**config.mk**
```make
export PLATFORM = sky130hd
export DESIGN_NAME = slotmaker_sequencer
export DESIGN_NICKNAME = d
export VERILOG_FILES = /design/src/rtl/slotmaker_pkg.sv /design/src/rtl/slotmaker_sequencer.sv
export SDC_FILE = /design/constraint.sdc
export NUM_CORES = 1
export LEC_CHECK = 0
export BUFFER_PORTS_ARGS = -buffer_cell sky130_fd_sc_hd__buf_2
export CORE_MARGIN = 5
export CORE_UTILIZATION = 60
export CTS_CLUSTER_DIAMETER = 50
export CTS_CLUSTER_SIZE = 16
export DETAILED_ROUTE_END_ITERATION = 6
export PLACE_DENSITY = 0.81
export SYNTH_ARGS = -nofsm -noshare
export SYNTH_HDL_FRONTEND = slang
export SYNTH_SLANG_ARGS = --single-unit
```
**constraint.sdc**
```tcl
create_clock -name clk -period 4.4 [get_ports clk]
set_input_delay 0.44 -clock clk [delete_from_list [all_inputs] [get_ports clk]]
set_output_delay 0.44 -clock clk [all_outputs]
set_load 0.05 [all_outputs]
```
**src/rtl/slotmaker_pkg.sv**
```systemverilog
// Shared constants, card IDs and sequencer state encoding for the slot sequencer.
// The reset map contents are selected in slotmaker_sequencer via SLOTMAKER_DEFAULT_MAP_EN.
package slotmaker_pkg;

  localparam int NUM_SLOTS = 8;
  localparam int CARD_W    = 8;

  localparam logic [CARD_W-1:0] CARD_NONE         = 8'h00;
  localparam logic [CARD_W-1:0] CARD_MOCKINGBOARD = 8'h01;
  localparam logic [CARD_W-1:0] CARD_SUPERSPRITE  = 8'h02;

  typedef enum logic [1:0] {
    IDLE   = 2'd0,
    SWEEP  = 2'd1,
    COMMIT = 2'd2
  } state_e;

endpackage

```
**src/rtl/slotmaker_sequencer.sv**
```systemverilog
// Slot map sequencer: CPU-written shadow map, detach/attach sweep over all slots, atomic commit.
// Define SLOTMAKER_DEFAULT_MAP_EN to reset with a Mockingboard in slot 4 and a SuperSprite in slot 7.
module slotmaker_sequencer
  import slotmaker_pkg::*;
#(
  parameter int NUM_SLOTS = slotmaker_pkg::NUM_SLOTS,
  parameter int CARD_W    = slotmaker_pkg::CARD_W
) (
  input  logic                        clk,
  input  logic                        resetn,
  input  logic [2:0]                  cfg_slot,
  input  logic [CARD_W-1:0]           cfg_card_i,
  input  logic                        cfg_wr,
  input  logic                        cfg_reconfig,
  output logic [CARD_W-1:0]           cfg_card_o,
  output logic                        seq_busy,
  output logic [2:0]                  seq_slot,
  output logic [CARD_W-1:0]           seq_card,
  output logic                        seq_clear,
  output logic                        seq_strobe,
  output logic [NUM_SLOTS*CARD_W-1:0] active_map,
  output logic                        commit_pulse
);

  state_e                        state_q;
  logic [3:0]                    ph_q;
  logic [2:0]                    seq_slot_q;
  logic [CARD_W-1:0]             seq_card_q;
  logic                          seq_clear_q;
  logic                          seq_strobe_q;
  logic                          seq_busy_q;
  logic                          commit_pulse_q;
  logic [NUM_SLOTS*CARD_W-1:0]   active_map_q;
  logic [CARD_W-1:0]             cfg_card_o_q;
  logic [CARD_W-1:0]             shadow_q   [NUM_SLOTS];
  logic [CARD_W-1:0]             snapshot_q [NUM_SLOTS];

  logic [CARD_W-1:0]             reset_card [NUM_SLOTS];
  logic [NUM_SLOTS*CARD_W-1:0]   reset_flat;
  logic [NUM_SLOTS*CARD_W-1:0]   commit_flat;
  logic [3:0]                    ph_d;
  logic [2:0]                    slot_d;
  logic [CARD_W-1:0]             card_d;

  genvar gi;
  generate
    for (gi = 0; gi < NUM_SLOTS; gi++) begin : g_slot
`ifdef SLOTMAKER_DEFAULT_MAP_EN
      localparam logic [CARD_W-1:0] RST_CARD =
        (gi == 4) ? CARD_W'(CARD_MOCKINGBOARD) :
        (gi == 7) ? CARD_W'(CARD_SUPERSPRITE)  : CARD_W'(CARD_NONE);
`else
      localparam logic [CARD_W-1:0] RST_CARD = CARD_W'(CARD_NONE);
`endif
      assign reset_card[gi] = RST_CARD;
      assign reset_flat[gi*CARD_W +: CARD_W] = RST_CARD;
      // The last attach (slot 7) lands on the same edge as the commit, so fold it in here.
      assign commit_flat[gi*CARD_W +: CARD_W] =
        (seq_strobe_q && seq_slot_q == 3'(gi)) ? seq_card_q : snapshot_q[gi];
    end
  endgenerate

  // Forward a same-cycle CPU write so the broadcast card always equals the shadow value.
  always_comb begin
    ph_d   = ph_q + 4'd1;
    slot_d = ph_d[3:1];
    card_d = (cfg_wr && cfg_slot == slot_d) ? cfg_card_i : shadow_q[slot_d];
  end

  always_ff @(posedge clk or negedge resetn) begin
    if (!resetn) begin
      state_q        <= IDLE;
      ph_q           <= 4'd0;
      seq_slot_q     <= 3'd0;
      seq_card_q     <= '0;
      seq_clear_q    <= 1'b0;
      seq_strobe_q   <= 1'b0;
      seq_busy_q     <= 1'b0;
      commit_pulse_q <= 1'b0;
      active_map_q   <= reset_flat;
    end else begin
      seq_slot_q     <= 3'd0;
      seq_card_q     <= '0;
      seq_clear_q    <= 1'b0;
      seq_strobe_q   <= 1'b0;
      commit_pulse_q <= 1'b0;
      if (cfg_reconfig) begin
        state_q     <= SWEEP;
        ph_q        <= 4'd0;
        seq_clear_q <= 1'b1;
        seq_busy_q  <= 1'b1;
      end else begin
        case (state_q)
          SWEEP: begin
            seq_busy_q <= 1'b1;
            if (ph_q == 4'd15) begin
              state_q        <= COMMIT;
              ph_q           <= 4'd0;
              active_map_q   <= commit_flat;
              commit_pulse_q <= 1'b1;
            end else begin
              ph_q         <= ph_d;
              seq_slot_q   <= slot_d;
              seq_clear_q  <= ~ph_d[0];
              seq_strobe_q <= ph_d[0];
              if (ph_d[0]) seq_card_q <= card_d;
            end
          end
          COMMIT: begin
            state_q    <= IDLE;
            seq_busy_q <= 1'b0;
          end
          default: begin
            state_q    <= IDLE;
            seq_busy_q <= 1'b0;
          end
        endcase
      end
    end
  end

  always_ff @(posedge clk or negedge resetn) begin
    if (!resetn) begin
      cfg_card_o_q <= '0;
      for (int k = 0; k < NUM_SLOTS; k++) begin
        shadow_q[k]   <= reset_card[k];
        snapshot_q[k] <= reset_card[k];
      end
    end else begin
      if (cfg_wr) shadow_q[cfg_slot] <= cfg_card_i;
      cfg_card_o_q <= shadow_q[cfg_slot];
      if (seq_strobe_q) snapshot_q[seq_slot_q] <= seq_card_q;
    end
  end

  assign cfg_card_o   = cfg_card_o_q;
  assign seq_busy     = seq_busy_q;
  assign seq_slot     = seq_slot_q;
  assign seq_card     = seq_card_q;
  assign seq_clear    = seq_clear_q;
  assign seq_strobe   = seq_strobe_q;
  assign active_map   = active_map_q;
  assign commit_pulse = commit_pulse_q;

endmodule

```
======== Word level (Yosys, flattened, before mapping) ========
Index checks and enable logic that the tools add are counted.
operators by class
  bitwise logic cells ..................... 5
  equality and inequality tests ........... 11
  add/subtract/negate cells ............... 1
  $lt $le $gt $ge ......................... 5
  mux-type cells .......................... 45
  reduce and logical (&&, ||, !) cells .... 14
operators with widths
  kind                   count
  $mux W8                19
  $bwmux W64             2
  $bmux W8 S3            2
  $demux W8 S3           2
  $eq A3 B3 Y1 const B   4
  $ge A4 B4 Y1 const B   3
  $mux W4                3
  $not A3 Y4             3
  $logic_and A1 B1 Y1    11
  $mux W1                11
  $mux W3                3
  $lt A4 B1 Y1 const B   2
  $eq A3 B2 Y1 const B   2
  $mux W2                3
  $add A4 B1 Y4 const B  1
  $eq A4 B4 Y1 const B   1
  $eq A3 B1 Y1 const B   1
  $eq A3 B3 Y1           1
  $logic_not A3 Y1       1
  $ne A3 B3 Y1 const B   1
  $reduce_and A3 Y1      1
  $eq A2 B1 Y1 const B   1
  $not A1 Y1             2
  $reduce_bool A2 Y1     1
word-level totals
  logic and storage cells ................. 107
  output and inout port bits .............. 87
  bits of input ports ..................... 15
  flip-flop bits (word level) ............. 221

======== Logic depth before layout (Yosys ltp) ========
  depth in word-level cells ............... 10
  gate-level depth with buffers ........... 8
  gate-level depth less buffers ........... 6

======== Worst setup path after synthesis ========
Ideal clock, no wire load.
  path type ............................... register to register
  start ................................... register seq_slot_q[0], in the netlist seq_slot[0]
  end ..................................... register active_map_q[10], in the netlist active_map[10]
  setup slack ............................. 2325 ps
  library setup time ...................... 125 ps
  required time ........................... 4275 ps
  stages on the path, launching flop included .. 6
  arrival ................................. 1951 ps
  path through ............................ dfrtp_1 buf_2 nand2_1 nor3_2 mux2_2 mux2_2
between the ends
  longest elaborated chain between the ends .. 3
RTL lines
  item                    line                        text
  start, declared         slotmaker_sequencer.sv:27   logic [2:0] seq_slot_q;
  start signal, assigned  slotmaker_sequencer.sv:103  seq_slot_q <= slot_d;
  $eq A3 B1 Y1            slotmaker_sequencer.sv:59   (seq_strobe_q && seq_slot_q == 3'(gi)) ? seq_card_q : snapshot_q[gi];
  $logic_and A1 B1 Y1     slotmaker_sequencer.sv:59
  $mux W8                 slotmaker_sequencer.sv:59
  end signal, assigned    slotmaker_sequencer.sv:80   active_map_q <= reset_flat;
  end signal, assigned    slotmaker_sequencer.sv:99   active_map_q <= commit_flat;
  end, declared           slotmaker_sequencer.sv:33   logic [NUM_SLOTS*CARD_W-1:0] active_map_q;
Every way passes these cells.
A chain may end at the register's enable or synchronous reset.

======== Worst setup path after layout ========
  start ................................... register ph_q[0]
  end ..................................... register seq_card_q[3], in the netlist seq_card[3]
between the ends
  longest elaborated chain between the ends .. 10
  elaborated cells on any way between the ends .. 13
RTL lines
  item                                        line                        text
  start, declared                             slotmaker_sequencer.sv:26   logic [3:0] ph_q;
  start signal, assigned                      slotmaker_sequencer.sv:102  ph_q <= ph_d;
  $add A4 B1 Y4                               slotmaker_sequencer.sv:65   ph_d = ph_q + 4'd1;
  $not A3 Y4 (implied by the code)            slotmaker_sequencer.sv:67   card_d = (cfg_wr && cfg_slot == slot_d) ? cfg_card_i : shadow_q[slot_d];
  $bmux W8 S3                                 slotmaker_sequencer.sv:67
  $mux W8 (implied by the code) (2 in a row)  slotmaker_sequencer.sv:67
  $mux W8                                     slotmaker_sequencer.sv:67
  $mux W8                                     slotmaker_sequencer.sv:106  if (ph_d[0]) seq_card_q <= card_d;
  $mux W8 *                                   slotmaker_sequencer.sv:96   if (ph_q == 4'd15) begin
  $mux W8 *                                   slotmaker_sequencer.sv:93   case (state_q)
  $mux W8 *                                   slotmaker_sequencer.sv:87   if (cfg_reconfig) begin
  end signal, assigned                        slotmaker_sequencer.sv:106
  end, declared                               slotmaker_sequencer.sv:28   logic [CARD_W-1:0] seq_card_q;
Mark *: on every way between the ends. The rest lies on a longest branch, timed or not. The select of a mux whose other input is x is not followed.

==> flow_metrics.tcl <==
set metrics [dict create \
    layout.nets 809 \
    routed-via-count 5957 \
    period_share_pct 58.2 \
    cts.clk_slew.worst_paths_ns 0.07 \
    rsz0062_at_grt "no" \
    core_sq_mm 0.0153 \
    clockBufferDepth 3 \
    syn_inst 705 \
    drtIter0Drc 435 \
    synth_warnings 0 \
    start_util_pct 61.6 \
    max-cap-violations 0 \
    ys_top_cells_by_area "dfrtp_1 (59%), mux2_2 (18%), nand2_1 (6.8%)" \
    fin_cells 1009 \
    leakage_nw 5.44 \
    path_class "reg -> reg" \
    synth_ff_type "dfrtp_1" \
    syn_nets 721 \
    relSlewSlack_pct 24.9 \
    synthTopCellsByCount "dfrtp_1 (221), nand2_1 (171), mux2_2 (149)" \
    place_inst 984 \
    fin_setup_tns_ns 0 \
    dr.pass1.iters 5 \
    num_antenna_cells 0 \
    period_needed_ns 2.56 \
    via_per_inst 5.90 \
    htree_levels 1 \
    antenna_found_initial 0 \
    globalRoute.totalOverflow 0 \
    synth_top_area_cell "dfrtp_1" \
    setup.worst_path.end_class "flip-flop" \
    status "finished, final reports clean" \
    async_reset_ff_share_pct 100 \
    grt_max_degree 135 \
    cts_hold_buf 0 \
    insertion_delay_ns 0.48 \
    remaining_drc_errors 0 \
    ys_ff_latch 221 \
    dp_hpwl_um 13600 \
    final-max-slew-violation-count 0 \
    numCtsBuffers 18 \
    max_freq_mhz 390 \
    detail-route-antenna-nets 0 \
    worstPathRequired_ns 4.77 \
    cp.arrival_ns 2.94 \
    synth_edf_count 0 \
    area_growth_pct 12.4 \
    r2r_start "ph_q[0]" \
    wl_um 20400 \
    hp-class "in -> async" \
    cts_num_sinks 221 \
    clock_skew_ns 0.0114 \
    syn_area_per_cell_sq_um 13.3 \
    rows 45 \
    synth_top_area_share_pct 58.9 \
    cp-startpoint "ph_q[0]" \
    port_buffers 101 \
    start_kind "flip-flop" \
    synth.distinct_cells 44 \
    setup_violations 0 \
    grt_pass1_wl_um 33400 \
    power_density_mw_per_mm2 431 \
    worstMarginPinSlew_ns 1.12 \
    syn_area_sq_mm 0.00939 \
    post_drt_wl_per_cell_um 20.2 \
    cts_tree "yes" \
    ys_seq_area_share_pct 58.9 \
    die_y_um 135 \
    grtUsageTotal_pct 22.8 \
    vdd_ir_drop_max_v 0.000373 \
    post_cts_buffers 0 \
    hold_violations 0 \
    cts_resized 0 \
    power_mw 4.55 \
    dieArea_sq_mm 0.0183 \
    clock-root-buffer "clkbuf_16" \
    grt_pass1_vias 6080 \
    gp_congestion 0.897 \
    critPathMaxFanout 18 \
    drive_gt1_share_pct 37.8 \
    synthMostInstantiatedCell "dfrtp_1" \
    die_w_um 135 \
    ios 102 \
]
## kinds of logic (layout without fill, tap and decap cells)
family	after synthesis	count (layout)	synth area share (%)
adder cells (fa/ha/maj)	1	1	0.133
flip-flops	221	221	58.9
multiplexers	179	179	24.1
AO/OA/AOI/OAI	39	39	3.58
AND/OR/NAND/NOR	217	217	10.2
buffers and inverters	42	135	2.22
XOR/XNOR	6	6	0.866
## stage by stage
stage / hold WS (ns) / area, sq um / util [%] / setup slack, ns
floorplan: 0.144 / 9390 / - / 2.32
global placement: 0.453 / 10000 / 65.7 / 1.97
detailed placement: 0.459 / 10000 / 65.7 / 1.80
CTS: 0.170 / 10600 / 69.2 / 1.83
global route: 0.204 / 10600 / 69.2 / 1.70
finish: 0.119 / 10600 / 69.2 / 1.84
## report_power, final
part | switching [mW] | internal [mW]
clock network | 0.678 | 0.811
logic | 0.344 | 0.319
registers | 0.178 | 2.22
total | 1.20 | 3.35
## sequential cells by signal, indices dropped and copies added (netlist names)
| signal | cells |
|---|---|
| seq_busy | 1 |
| snapshot_q | 64 |
| seq_strobe | 1 |
| seq_card | 8 |
| state_q | 2 |
| shadow_q | 64 |
| seq_slot | 3 |
| commit_pulse | 1 |
| seq_clear | 1 |
| cfg_card_o | 8 |
| active_map | 64 |
| ph_q | 4 |
## final timing paths
kind	endpoint	slack (ns)	cells after the start
max reg2reg	seq_card[3]	1.84	5
min	snapshot_q[4]	0.12	1
min in group clk	state_q[0]	0.21	2
max	seq_card[3]	1.84	5
max in group asynchronous	shadow_q[0]	3.28	2
min reg2reg	active_map[32]	0.47	2
## area by class of cell
class / instances / area (sq um)
clock inverter: 3 / 21.3
sequential: 221 / 5530
multi-input combinational: 442 / 3660
inverter: 6 / 22.5
fill: 1057 / 4700
tap: 211 / 264
timing repair buffer: 104 / 549
clock buffer: 22 / 507
## critical path, cell delays in order, from the launching register on
cell and delay, ns:
dfrtp_1 0.42, ha_1 0.89, xnor2_1 0.21, nand3_2 0.21
or2_1 0.45, a211oi_2 0.27
## cell usage in the layout, fill, tap and decap left out, types with 2 or more instances in the layout
master / n
dfrtp_1: 221
nand2_1: 171
mux2_2: 149
buf_2: 100
clkbuf_16: 19
mux4_1: 16
mux2i_1: 12
a221oi_1: 10
nor3_1: 8
a211oi_2: 8
a22oi_1: 7
nand3_1: 6
o22ai_1: 5
nor2_1: 4
nand2b_1: 4
inv_1: 4
nand4b_1: 4
o21ai_0: 3
nor3_2: 3
clkbuf_8: 3
mux4_2: 2
nor2b_1: 2
o221ai_1: 2
xnor2_1: 2
xor2_2: 2
and3_1: 2
nand4_1: 2
a21o_1: 2
buf_4: 2
## routing by layer
layer  up-vias  share of wire (%)  global-route usage [%]
li1       2645                  -                       -
met1      3058                 42                    33.5
met2       223                 50                    37.3
met3        31                6.1                    2.50
met4         0                1.5                    5.15
met5         -                  0                       0
(Power assumes the default switching activity.)
